### src/rtl/riscv_pkg.sv
// Shared fetch/control definitions: fetch FSM states, base opcodes and the
// sequential PC increment.
package riscv_pkg;

  typedef enum logic [1:0] {
    IDLE  = 2'd0,
    REQ   = 2'd1,
    FAULT = 2'd2
  } fetch_state_t;

  localparam logic [6:0] OP_RTYPE  = 7'b0110011;
  localparam logic [6:0] OP_LOAD   = 7'b0000011;
  localparam logic [6:0] OP_STORE  = 7'b0100011;
  localparam logic [6:0] OP_BRANCH = 7'b1100011;

  localparam int PC_STEP = 4;

endpackage

### src/rtl/pc_next_calc.sv
// Next-PC arithmetic: sequential pc+4 and word-aligned branch target
// cur_pc+offset. Purely combinational so a branch unit can reuse it.
module pc_next_calc
  import riscv_pkg::*;
#(
  parameter int XLEN = 32
) (
  input  logic               [XLEN-1:0] pc_i,
  input  logic               [XLEN-1:0] cur_pc_i,
  input  logic signed        [XLEN-1:0] offset_i,
  output logic               [XLEN-1:0] seq_pc_o,
  output logic               [XLEN-1:0] branch_pc_o
);

  localparam logic [XLEN-1:0] ALIGN_MASK = XLEN'(3);

  // Two's-complement offset: one unsigned adder covers forward and backward
  // branches, truncating modulo 2^XLEN.
  assign seq_pc_o    = pc_i + XLEN'(PC_STEP);
  assign branch_pc_o = (cur_pc_i + $unsigned(offset_i)) & ~ALIGN_MASK;

endmodule

### src/rtl/instr_fetch_unit.sv
// PC / instruction-register stage: one imem fetch per writepc rising edge,
// taken-branch PC updates, and a bounded wait for imem_ack.
module instr_fetch_unit
  import riscv_pkg::*;
#(
  parameter int                XLEN     = 32,
  parameter logic [XLEN-1:0]   RESET_PC = '0,
  parameter int                TIMEOUT  = 16
) (
  input  logic                   clk,
  input  logic                   reset_n,
  input  logic                   startpc,
  input  logic                   writepc,
  input  logic                   pc_load,
  input  logic signed [XLEN-1:0] branch_offset,
  output logic                   imem_req,
  output logic        [XLEN-1:0] imem_addr,
  input  logic                   imem_ack,
  input  logic        [31:0]     imem_rdata,
  output logic        [XLEN-1:0] pc,
  output logic        [XLEN-1:0] cur_pc,
  output logic        [31:0]     instr,
  output logic        [6:0]      opcode,
  output logic                   instr_valid,
  output logic                   fetch_busy,
  output logic                   fetch_fault
);

  localparam int              CNT_W    = (TIMEOUT > 1) ? $clog2(TIMEOUT) : 1;
  localparam logic [CNT_W-1:0] CNT_LAST = CNT_W'(TIMEOUT - 1);

  fetch_state_t      state_q;
  logic [XLEN-1:0]   pc_q;
  logic [XLEN-1:0]   cur_pc_q;
  logic [31:0]       instr_q;
  logic              instr_valid_q;
  logic              pending_q;
  logic              writepc_q;
  logic [CNT_W-1:0]  cnt_q;

  logic              wp_rise_d;
  logic [XLEN-1:0]   seq_pc_d;
  logic [XLEN-1:0]   branch_pc_d;

  assign wp_rise_d = writepc & ~writepc_q;

  pc_next_calc #(
    .XLEN (XLEN)
  ) u_pc_next (
    .pc_i        (pc_q),
    .cur_pc_i    (cur_pc_q),
    .offset_i    (branch_offset),
    .seq_pc_o    (seq_pc_d),
    .branch_pc_o (branch_pc_d)
  );

  always_ff @(posedge clk or negedge reset_n) begin
    if (!reset_n) begin
      state_q       <= IDLE;
      pc_q          <= RESET_PC;
      cur_pc_q      <= RESET_PC;
      instr_q       <= '0;
      instr_valid_q <= 1'b0;
      pending_q     <= 1'b0;
      writepc_q     <= 1'b0;
      cnt_q         <= '0;
    end else begin
      writepc_q <= writepc;
      if (!startpc) begin
        // Powered down: instr is deliberately kept for debug visibility.
        state_q       <= IDLE;
        pc_q          <= RESET_PC;
        cur_pc_q      <= RESET_PC;
        instr_valid_q <= 1'b0;
        pending_q     <= 1'b0;
        cnt_q         <= '0;
      end else begin
        if (wp_rise_d) pending_q <= 1'b1;
        case (state_q)
          IDLE: begin
            if (pc_load) begin
              pc_q <= branch_pc_d;
            end else if (pending_q) begin
              // A fresh rise in this same cycle stays queued.
              pending_q     <= wp_rise_d;
              state_q       <= REQ;
              cnt_q         <= '0;
              instr_valid_q <= 1'b0;
            end
          end
          REQ: begin
            if (imem_ack) begin
              instr_q       <= imem_rdata;
              cur_pc_q      <= pc_q;
              pc_q          <= seq_pc_d;
              instr_valid_q <= 1'b1;
              state_q       <= IDLE;
            end else if (cnt_q == CNT_LAST) begin
              state_q       <= FAULT;
              instr_valid_q <= 1'b0;
            end else begin
              cnt_q <= cnt_q + CNT_W'(1);
            end
          end
          FAULT: begin
            instr_valid_q <= 1'b0;
          end
          default: state_q <= IDLE;
        endcase
      end
    end
  end

  // Request/status decode straight from state so reset kills imem_req at once.
  assign imem_req    = (state_q == REQ);
  assign fetch_busy  = (state_q == REQ);
  assign fetch_fault = (state_q == FAULT);
  assign imem_addr   = pc_q;
  assign pc          = pc_q;
  assign cur_pc      = cur_pc_q;
  assign instr       = instr_q;
  assign opcode      = instr_q[6:0];
  assign instr_valid = instr_valid_q;

endmodule

### config.mk
export PLATFORM = sky130hd
export DESIGN_NAME = instr_fetch_unit
export DESIGN_NICKNAME = d
export VERILOG_FILES = /design/src/rtl/riscv_pkg.sv /design/src/rtl/pc_next_calc.sv /design/src/rtl/instr_fetch_unit.sv
export SDC_FILE = /design/constraint.sdc
export NUM_CORES = 1
export LEC_CHECK = 0
export CORE_ASPECT_RATIO = 0.9
export CORE_MARGIN = 2
export CORE_UTILIZATION = 52
export CTS_BUF_LIST = sky130_fd_sc_hd__clkbuf_4
export CTS_CLUSTER_SIZE = 16
export DETAILED_ROUTE_END_ITERATION = 6
export GPL_TIMING_DRIVEN = 1
export PLACE_DENSITY = 0.85
export SETUP_SLACK_MARGIN = 0.5
export SLEW_MARGIN = 20
export SYNTH_ARGS = -nofsm -noshare
export SYNTH_HDL_FRONTEND = slang
export SYNTH_SLANG_ARGS = --single-unit
### constraint.sdc
create_clock -name clk -period 5.9 [get_ports clk]
set_clock_uncertainty 0.15 [all_clocks]
set_input_delay 1.18 -clock clk [delete_from_list [all_inputs] [get_ports clk]]
set_output_delay 1.18 -clock clk [all_outputs]
set_load 0.03 [all_outputs]
Word level (Yosys, flattened, before mapping)
Index checks and enable logic that the tools add are counted.
{"block": "word_totals", "reg_bits": 105, "latch_bits": 0, "ramBits": 0, "romBits": 0, "input_bits": 70, "out_inout_bits": 139, "word_cells": 65, "n_memories": 0}
{"block": "op_classes", "add_sub_neg": 3, "n_mul": 0, "div_mod_pow": 0, "magnitude_cmp": 0, "n_eq_ne": 15, "shift": 0, "mux": 30, "n_bitwise": 2, "n_reduce_logical": 7}
{"cell": "2-to-1 mux 32 bit", "n": 6}
{"cell": "case mux 32 bit (2 select lines)", "n": 1}
{"cell": "adder 32 x 3 -> 32 bit (second input constant)", "n": 1}
{"cell": "adder 32 bit", "n": 1}
{"cell": "2-to-1 mux 4 bit", "n": 5}
{"cell": "!= test 3 bit (second input constant)", "n": 6}
{"cell": "2-to-1 mux 1 bit", "n": 10}
{"cell": "2-to-1 mux 2 bit", "n": 5}
{"cell": "case mux 4 bit (2 select lines)", "n": 1}
{"cell": "AND reduction 4 bit", "n": 2}
{"cell": "case mux 2 bit (3 select lines)", "n": 1}
{"cell": "AND reduction 3 bit", "n": 2}
{"cell": "AND reduction 5 bit", "n": 1}
{"cell": "adder 4 x 1 -> 4 bit (second input constant)", "n": 1}
{"cell": "equality test 4 bit (second input constant)", "n": 1}
{"cell": "!= test 2 x 1 -> 1 bit (second input constant)", "n": 2}
{"cell": "!= test 4 x 1 -> 1 bit (second input constant)", "n": 1}
{"cell": "!= test 4 x 3 -> 1 bit (second input constant)", "n": 1}
{"cell": "!= test 3 x 1 -> 1 bit (second input constant)", "n": 1}
{"cell": "case mux 1 bit (3 select lines)", "n": 1}
{"cell": "equality test 2 x 1 -> 1 bit (second input constant)", "n": 1}
{"cell": "equality test 2 bit (second input constant)", "n": 1}
{"cell": "zero test 2 bit", "n": 1}
{"cell": "!= test 2 bit (second input constant)", "n": 1}
{"cell": "other kinds (3)", "n": 3}

Logic depth before layout (Yosys ltp)
{"block": "logic_depth", "word_depth": 7, "ltp_mapped": 9}

Modules after synthesis
A second synthesis with hierarchy kept.
{"block": "unflattened", "hier_cells": 606, "hier_area_um2": 6658.9}
{"mod": "instr_fetch_unit", "n_inst": 1, "cells_each": 350, "area_per_inst_um2": 4792.1, "seq_area_each_um2": 2627.5}
{"mod": "pc_next_calc", "n_inst": 1, "cells_each": 256, "area_per_inst_um2": 1866.8, "seq_area_each_um2": 0.0}

Worst setup path after synthesis
Ideal clock, no wire load.
{"block": "synth_path", "kind": "in2reg", "from": "input port branch_offset[12]", "to": "register pc_q[25], in the netlist imem_addr[25]", "setup_time_ns": 0.077, "arrival_time_ns": 3.029, "setup_slack_ns": 2.645, "stages": 9, "path_buffers": 1, "path_cell_list": "ha_1 > buf_2 > and4_1 > or4b_1 > o22ai_2 > o21ai_2 > a21oi_2 > mux2_1 > o21ai_1"}
{"block": "synth_via", "elab_chain_cells": 4}
{"item": "from (decl)", "line": "instr_fetch_unit.sv:15", "text": "input logic signed [XLEN-1:0] branch_offset,"}
{"item": "adder 32 bit", "line": "pc_next_calc.sv:20", "text": "assign branch_pc_o = (cur_pc_i + $unsigned(offset_i)) & ~ALIGN_MASK;"}
{"item": "2-to-1 mux 32 bit", "line": "instr_fetch_unit.sv:81", "text": "if (pc_load) begin"}
{"item": "case mux 32 bit (2 select lines)", "line": "instr_fetch_unit.sv:79", "text": "case (state_q)"}
{"item": "2-to-1 mux 32 bit", "line": "instr_fetch_unit.sv:69", "text": "if (!startpc) begin"}
{"item": "to (signal assigned)", "line": "instr_fetch_unit.sv:82", "text": "pc_q <= branch_pc_d;"}
{"item": "to (signal assigned)", "line": "instr_fetch_unit.sv:95", "text": "pc_q <= seq_pc_d;"}
{"item": "to (decl)", "line": "instr_fetch_unit.sv:33", "text": "logic [XLEN-1:0] pc_q;"}
Every way passes these cells. The select of a mux whose other input is x is not followed.
A chain may end at the register's enable or synchronous reset.

Worst setup path after layout
{"block": "layout_path", "from": "register state_q[0]", "to": "output port fetch_busy"}
{"block": "layout_via", "elab_chain_cells": 1}
{"item": "from (decl)", "line": "instr_fetch_unit.sv:32", "text": "fetch_state_t state_q;"}
{"item": "from (signal assigned)", "line": "instr_fetch_unit.sv:59", "text": "state_q <= IDLE;"}
{"item": "from (signal assigned)", "line": "instr_fetch_unit.sv:71", "text": "state_q <= IDLE;"}
{"item": "from (signal assigned)", "line": "instr_fetch_unit.sv:86", "text": "state_q <= REQ;"}
{"item": "equality test 2 x 1 -> 1 bit", "line": "instr_fetch_unit.sv:116", "text": "assign fetch_busy = (state_q == REQ);"}
{"item": "to (decl)", "line": "instr_fetch_unit.sv:25", "text": "output logic fetch_busy,"}
Every way passes these cells.

==> results_dict.tcl <==
set metrics [dict create \
    synth_mux_area_share_pct 0.815 \
    syn2layout_area_growth_pct 29.4 \
    grt.total_usage_pct 28.3 \
    start_util_pct 52.6 \
    status "completed" \
    path_max_fanout 21 \
    ant_nets 0 \
    ir_drop_uv 249 \
    synth-edff-count 0 \
    vias 6272 \
    netlist_top_cells_count "nand2_1, dfrtp_1, o21ai_0" \
    regToRegEndpoint "cur_pc[15]" \
    max_freq_ghz 0.224 \
    powerDensity_mw_per_mm2 232 \
    htree_levels 3 \
    drive_gt1_share_pct 5.13 \
    drv_cap 0 \
    fin_nets 992 \
    seq_area_sq_mm 0.00253 \
    yosysMostFrequentCell "nand2_1" \
    crit_path_end_kind "output pin" \
    arrival_ps 3140 \
    tns_ps 0 \
    antenna_found_initial 0 \
    post_cts_buffers 0 \
    async_flop_share_pct 100 \
    hold_buffers 0 \
    clockBufferDepth 2 \
    place_hpwl_um 13500 \
    path_clk_slew_ps 180 \
    stdcell_count 1060 \
    die_y_um 111 \
    maxSlewViolCount 0 \
    ys_warn_count 0 \
    place_inst 1044 \
    gp_congestion 0.933 \
    coreArea_sq_mm 0.0125 \
    synth_top_family_by_area "compound AO/OA/AOI/OAI gates" \
    yosys.area_share.adder_pct 5.88 \
    num_antenna_cells 0 \
    yosysSeqAreaShare_pct 38.3 \
    holdWs_ps 348 \
    yosysTopAreaCell "dfrtp_1" \
    overflow 0 \
    cts_root_buf "clkbuf_4" \
    io_buffers 200 \
    rsz0062_at_grt "false" \
    synth_top_cell_area_share_pct 38.3 \
    synth_compound_area_share_pct 24.0 \
    crit_required_ps 4570 \
    grt_pass1_wl_um 30600 \
    holdPathStages 2 \
    finalSetupViolCount 0 \
    cp-startpoint "state_q[0]" \
    fin_crit_ps 4470 \
    finalHoldViolCount 0 \
    synthSimpleGateAreaFrac_pct 19.4 \
    hold_path_class "reg2reg" \
    drcViolationCount 0 \
    clk_latency_ps 520 \
    syn_area_sq_mm 0.00660 \
    dieArea_sq_mm 0.0136 \
    firstDrtPassIters 5 \
    clock_sinks 101 \
    rows 39 \
    cts_buffers 9 \
    synth_cell_types 72 \
    worst_r2r_path_depth 4 \
    slew_headroom_pct 31.3 \
    multi_input_area_sq_mm 0.00359 \
    grt_max_degree 62 \
    fill_cells 1012 \
    p_leak_nw 3.85 \
    yosys_register_bits 101 \
    synth_top_flop_cell "dfrtp_1" \
    worstSetupPathType "reg2out" \
    drt_wl_total_um 18900 \
    rr_startpoint "state_q[0]" \
    io_pins 209 \
    tightest_slew_ps 1030 \
    reg2reg_slack_ps 2570 \
    synthCells 753 \
    die_w_um 123 \
    synth_area_leaders "dfrtp_1, nand2_1, ha_1, buf_4, a22o_1" \
    viasPerCell 5.92 \
    drt-initial-drc-count 579 \
    cts_tree "built" \
    synth.avg_cell_area_sq_um 8.77 \
    period_share_pct 75.7 \
    wl_per_cell_um 17.8 \
    startpoint_type "flop" \
    endpoint "fetch_busy" \
    grt_pass1_vias 5962 \
    synthXorXnorAreaFrac_pct 3.58 \
    cts_resized 0 \
]
[cells in the final DEF (no fill, tap or decap), types with 4 or more instances in the layout]
| master | instances |
|---|---|
| xnor2_1 | 12 |
| and4_1 | 4 |
| nor2_1 | 29 |
| inv_1 | 8 |
| o211ai_1 | 5 |
| a22oi_1 | 7 |
| o21a_1 | 10 |
| nor3_1 | 9 |
| conb_1 | 6 |
| a21o_1 | 19 |
| and2_1 | 8 |
| o21ai_0 | 46 |
| xor2_1 | 15 |
| clkdlybuf4s50_1 | 199 |
| o31ai_1 | 4 |
| o21ai_1 | 13 |
| clkbuf_4 | 9 |
| nand3_1 | 20 |
| ha_1 | 31 |
| buf_4 | 6 |
| a21oi_1 | 40 |
| o221ai_1 | 7 |
| a22o_1 | 28 |
| and3_1 | 15 |
| nor2b_1 | 4 |
| dfrtp_1 | 101 |
| nand2_1 | 145 |
| a31oi_1 | 11 |
| a211oi_1 | 4 |
| nand4_1 | 9 |
[flip-flops by register name, summed over array words and instances, names as in the netlist]
register	count
writepc_q	1
instr_valid	1
state_q	2
imem_addr	30
pending_q	1
cur_pc	30
instr	32
cnt_q	4
[cell type report]
cell class                      instances  area share (%)
Inverter                                9           0.395
Tap cell                              164            2.40
Clock inverter                          7            1.01
Multi-Input combinational cell        565            42.0
Clock buffer                            9           0.791
Timing Repair Buffer                  205            23.8
Sequential cell                       101            29.6
[stage by stage]
stage               power (mW)  setup WS, ps  cell area (sq um)  util, %
floorplan                 1.29          2640               6620        -
finish                    1.98          1430               8540     68.1
detailed placement        1.58          1590               8390     66.9
global placement          1.57          1660               8390     66.9
global route              2.07          1240               8540     68.1
CTS                       1.99          1430               8540     68.1
[worst min path at each step]
stage / end / slack [ps] / from
after floorplan: pending_q / 330 / writepc_q
after global placement: instr[29] / 310 / instr[29]
after detailed placement: instr[21] / 310 / instr[21]
after CTS: instr[21] / 350 / instr[21]
after global routing: instr[25] / 370 / instr[25]
final: instr[21] / 350 / instr[21]
[routing by layer]
layer  vias up  wire length, um  global-route usage [%]  part of all wire [%]
met4         0              327                    9.58                   1.7
met1      3010             8250                    39.2                    44
li1       2946                -                       -                     -
met3        29             1480                    6.12                   7.9
met5         -                0                       0                     0
met2       287             8810                    43.9                    47
[kinds of logic after synthesis]
group / count (synthesis)
AOI/OAI and AO/OA: 230
adders and majority gates: 31
DFF: 101
other: 1
muxes: 5
xor gates and xnor gates: 27
buffers and inverters: 92
and+or+nand+nor: 266
[worst max-delay path, stage by stage, from the launching register on]
cell	delay (ps)
dfrtp_1	540
nand2b_1	690
clkinv_1	640
clkdlybuf4s50_1	750
[power breakdown]
| group | total [mW] | switching, mW | internal (mW) |
|---|---|---|---|
| sequential | 0.860 | 0.0911 | 0.769 |
| clock | 0.412 | 0.273 | 0.139 |
| combinational | 0.711 | 0.415 | 0.296 |
(Power assumes the default switching activity.)
==> patch 1 (same flow settings) <==
`XLEN` is set to 32 in 2 places; all go to 64.
--- a/src/rtl/pc_next_calc.sv
+++ b/src/rtl/pc_next_calc.sv
@@ -4,5 +4,5 @@
   import riscv_pkg::*;
 #(
-  parameter int XLEN = 32
+  parameter int XLEN = 64
 ) (
   input  logic               [XLEN-1:0] pc_i,
--- a/src/rtl/instr_fetch_unit.sv
+++ b/src/rtl/instr_fetch_unit.sv
@@ -4,5 +4,5 @@
   import riscv_pkg::*;
 #(
-  parameter int                XLEN     = 32,
+  parameter int                XLEN     = 64,
   parameter logic [XLEN-1:0]   RESET_PC = '0,
   parameter int                TIMEOUT  = 16
Interface: changed (resized branch_offset, cur_pc, imem_addr and pc); port bits go from 209 to 337. The function was not compared with the original's and may differ.
==> patch 1 against the unedited design <==
Via count increased by 91%; setup slack improved by 0.23 ns; combinational power increased by 60%; utilization rose by 0.34 points; power is 67% higher; register-to-register slack worse by 0.39 ns; sequential share of layout area fell by 1.9 points; critical path type is now input pin to flop; routed wire length up 100%; sequential cell count up 64; final area rose by 74%; area after synthesis grew 76%.
==> patch 1: results (changes against the unedited design) <==
stage;metric;value;unit;change
grt;largest net degree at the start of global routing;80;;+29%
clock_network;htree depth;4;;+1
run_status;outcome;finished clean;;
grt;vias in the first global route;11220;;+88%
detailed_routing;via-per-instance ratio;6.222;;+5.2%
grt;initial antenna violation count;1;;+1
place;Routability Congestion;0.9772;;+4.8%
clock_network;CTS buffer count;17;;+8
synthesis;Yosys warnings;0;;unchanged
clock_network;Reg clk slew, reported paths;0.14;ns;-0.04 ns
detailed_routing;total routed wirelength;38410;µm;+100%
finish;Layout Nets;1788;;+80%
min_path;hold crit path type;flop to flop;;
grt;first-pass GRT wire length;61130;µm;+100%
synthesis;register area share after synthesis;35.53;%;-2.8 points
timing;Slew @ Worst Pin;0.9862;ns;-0.04217 ns
place;buffers added on ports;328;;+64%
place;post-DP HPWL;28500;µm;+110%
finish;layout cells sized above 1;4.523;%;-0.61 points
setup_path;worst reg2reg path depth;12;;+8
synthesis;synth cell count leaders;221 x nand2_1, 165 x dfrtp_1, 120 x o21ai_0, 115 x a21oi_1, 81 x nor2_1;;
setup_path;Data arrival, critical path;4.55;ns;+1.41 ns
detailed_routing;post-route ant nets;0;;unchanged
setup_path;critical path peak fanout;5;;-76%
synthesis;synth top area cells;dfrtp_1 36%, nand2_1 7.1%, ha_1 6.8%;;
pwr;Lkg Pwr;6.462;nW;+68%
synthesis;Distinct cells, synth;75;;+4.2%
clock_network;Post-CTS Setup Inserts;0;;unchanged
detailed_routing;DRT iter0 DRCs;1052;;+82%
grt;gr usage total;32.27;%;+4.0 points
pwr;worst vdd ir;0.0001410;V;-43%
clock_network;worst skew pair latency;0.61;ns;+0.09 ns
-- patch 1: cell type report --
type,count,area (µm²)
clock buffers,18,135.1
well taps,291,364.1
clock inverters,14,187.7
flip-flops and latches,165,4129
inverters,24,90.09
fillers,1741,6859
multi-input cells,1069,6573
repair buffers,346,3420
diodes,1,2.502
-- patch 1: final timing paths --
kind,from,to,slack [ns]
min in group asynchronous,reset_n,cur_pc[19],0.44
worst max register to register,cur_pc[4],imem_addr[49],2.18
worst max-delay path,branch_offset[4],imem_addr[49],1.67
max in group asynchronous,reset_n,cur_pc[50],4.02
worst min-delay path,instr[20],instr[20],0.34
worst min register to register,instr[20],instr[20],0.34
-- patch 1: power breakdown --
part	total (mW)	internal (mW)	switching, mW	leakage, nW
sequential	1.40	1.24	0.156	2.20
combinational	1.14	0.461	0.677	4.09
clock	0.781	0.312	0.469	0.171
total	3.31	2.01	1.30	6.46
-- patch 1: through the flow --
step	setup slack (ns)	power, mW	area [µm²]	util [%]	cells
after global routing	1.571	3.444	14900	68.48	1928
after CTS	1.788	3.314	14900	68.47	1927
after detailed placement	1.166	2.547	14580	66.98	1895
after floorplan	2.081	2.072	11640	-	1412
final	1.667	3.314	14900	68.48	1928
after global placement	1.184	2.528	14580	66.98	1895
-- patch 1: worst max-delay path, stage by stage --
cell and delay [ns]:
clkdlybuf4s50_1 0.41, ha_1 0.33, o21ai_0 0.13, nor2_1 0.20
a21oi_1 0.10, buf_4 0.17, nand4b_1 0.18, and4_1 0.26
o41ai_2 0.51, a41oi_1 0.35, o31ai_1 0.38, xnor2_1 0.18
o221ai_1 0.15
-- patch 1: cell families after synthesis --
family | after synthesis | synth area share (%)
XOR/XNOR | 58 | 4.371
AND/OR/NAND/NOR | 490 | 19.69
AO/OA/AOI/OAI | 449 | 25.01
buffers and inverters | 178 | 8.312
multiplexers | 3 | 0.2692
other | 1 | 0.03227
flip-flops | 165 | 35.53
adder cells (fa/ha/maj) | 63 | 6.783
-- patch 1: per-layer routing --
layer  wire (µm)  track usage, %  vias to the layer above
li1            -               -                     5471
met1       16570           46.19                     5815
met2       17530           50.09                      639
met3        3422           5.101                       71
met4         888           10.36                        0
met5           0               0                        -
==> patch 2 (config.mk and constraints unchanged) <==
Without the edit above. Add an input register stage for `branch_offset`; this delays it by one clock. The other inputs are not delayed to match.
--- a/src/rtl/instr_fetch_unit.sv
+++ b/src/rtl/instr_fetch_unit.sv
@@ -30,4 +30,10 @@
   localparam logic [CNT_W-1:0] CNT_LAST = CNT_W'(TIMEOUT - 1);
 
+  logic signed [XLEN-1:0] branch_offset_q;
+
+  always_ff @(posedge clk) begin
+    branch_offset_q <= branch_offset;
+  end
+
   fetch_state_t      state_q;
   logic [XLEN-1:0]   pc_q;
@@ -50,5 +56,5 @@
     .pc_i        (pc_q),
     .cur_pc_i    (cur_pc_q),
-    .offset_i    (branch_offset),
+    .offset_i    (branch_offset_q),
     .seq_pc_o    (seq_pc_d),
     .branch_pc_o (branch_pc_d)
Check against the original RTL: not equivalent (Yosys sat finds a counterexample within 4 cycles, from zero or initial values and one cycle with reset_n low).
==> patch 2 against the unedited design <==
Sequential cell count rose by 30; final cell count fell by 0.28%; power rose by 20%; setup slack improved by 0.76 ns; sequential share of layout area rose by 5.7 points; routed wire length fell by 3.8%; area after synthesis rose by 2.4%; final area rose by 3.8%.
==> patch 2: results (changes against the unedited design) <==
stage;metric;value;unit;change
setup_path;Critical path origin;state_q[1];;
pwr;Lkg Pwr;4.018;nW;+4.5%
setup_path;r2r setup slk;2.89;ns;+0.32 ns
detailed_routing;via-per-instance ratio;5.767;;-2.5%
run_status;outcome;finished clean;;
synthesis;synth cell count leaders;141 x nand2_1, 101 x dfrtp_1, 47 x o21ai_0, 44 x buf_4, 41 x a21oi_1;;
detailed_routing;Avg WL per Cell;17.18;µm;-3.5%
synthesis;register area share after synthesis;46.29;%;+8.0 points
setup_path;FF-to-FF End;imem_addr[30];;
place;post-DP HPWL;12870;µm;-4.6%
setup_path;worst reg2reg path depth;9;;+5
finish;Non-Filler Instances;1057;;-0.28%
synthesis;Syn Area/Cell;9.270;µm²;+5.7%
place;worst slack at placement;1.954;ns;+0.3663 ns
synthesis;ys async rst share;77.10;%;-23 points
detailed_routing;DRT iter0 DRCs;502;;-13%
finish;Layout Nets;980;;-1.2%
finish;# fillers;981;;-3.1%
clock_network;worst skew pair latency;0.55;ns;+0.03 ns
place;Post-DP Area;8559;µm²;+2.0%
clock_network;CTS buffer count;17;;+8
setup_path;Data arrival, critical path;2.38;ns;-0.76 ns
setup_path;FF-to-FF Start;cur_pc[3];;
grt;gr usage total;26.91;%;-1.4 points
setup_path;CP max stage delay;0.79;ns;+0.04 ns
timing;FMAX;269.8;MHz;+20%
clock_network;htree depth;4;;+1
timing;hold slack;0.3356;ns;-0.01256 ns
setup_path;critical path peak fanout;14;;-33%
grt;first-pass GRT wire length;29210;µm;-4.6%
grt;initial antenna violation count;1;;+1
grt;largest net degree at the start of global routing;61;;-1.6%
clock_network;Reg clk slew, reported paths;0.10;ns;-0.08 ns
place;dpl cells;1024;;-1.9%
setup_path;crit path to;imem_req;;
synthesis;synth top area cells;dfrtp_1 37%, dfxtp_1 8.9%, nand2_1 7.8%;;
pwr;Sw Ratio;33.23;%;-6.1 points
## patch 2: layout make-up
cell class | instances | area [µm²] | area share [%]
Clock buffer | 19 | 142.6 | 1.608
Clock inverter | 13 | 165.2 | 1.862
Antenna cell | 1 | 2.502 | 0.02821
Tap cell | 164 | 205.2 | 2.313
Timing Repair Buffer | 205 | 2037 | 22.97
Sequential cell | 131 | 3128 | 35.27
Multi-Input combinational cell | 514 | 3152 | 35.53
Inverter | 10 | 37.54 | 0.4232
## patch 2: power by group through the flow
stage / Clock (mW) / Combinational, mW / Sequential (mW)
2_1_floorplan: 0 / 0.264 / 1.19
3_3_place_gp: 0 / 0.642 / 1.07
3_5_place_dp: 0 / 0.653 / 1.08
4_1_cts: 0.672 / 0.656 / 1.06
5_1_grt: 0.713 / 0.692 / 1.07
6_report: 0.661 / 0.652 / 1.06
## patch 2: worst min path at each step
stage | startpoint | end | cells after the start
detailed placement | instr[11] | instr[11] | 2
global route | instr[11] | instr[11] | 2
floorplan | cnt_q[2] | cnt_q[2] | 2
global placement | instr[20] | instr[20] | 2
finish | instr[31] | instr[31] | 2
CTS | instr[11] | instr[11] | 2
## patch 2: cell families (layout without fill, tap and decap cells)
logic type	after synthesis	in the layout	synth area share [%]
compound gates	201	201	19.85
xor+xnor	25	25	3.240
fa+ha+maj	31	31	5.740
buf+inv	89	247	7.406
flops	131	131	46.29
mux	5	5	0.7406
other cells	1	7	0.05549
simple gates	246	246	16.68
## patch 2: per-layer routing
layer | up-vias | global-route usage [%] | part of all wire, %
met5 | - | 0 | 0
met4 | 0 | 10.04 | 1.9
met3 | 31 | 6.911 | 7.7
met2 | 264 | 43.10 | 48
met1 | 2958 | 35.12 | 42
li1 | 2843 | - | -
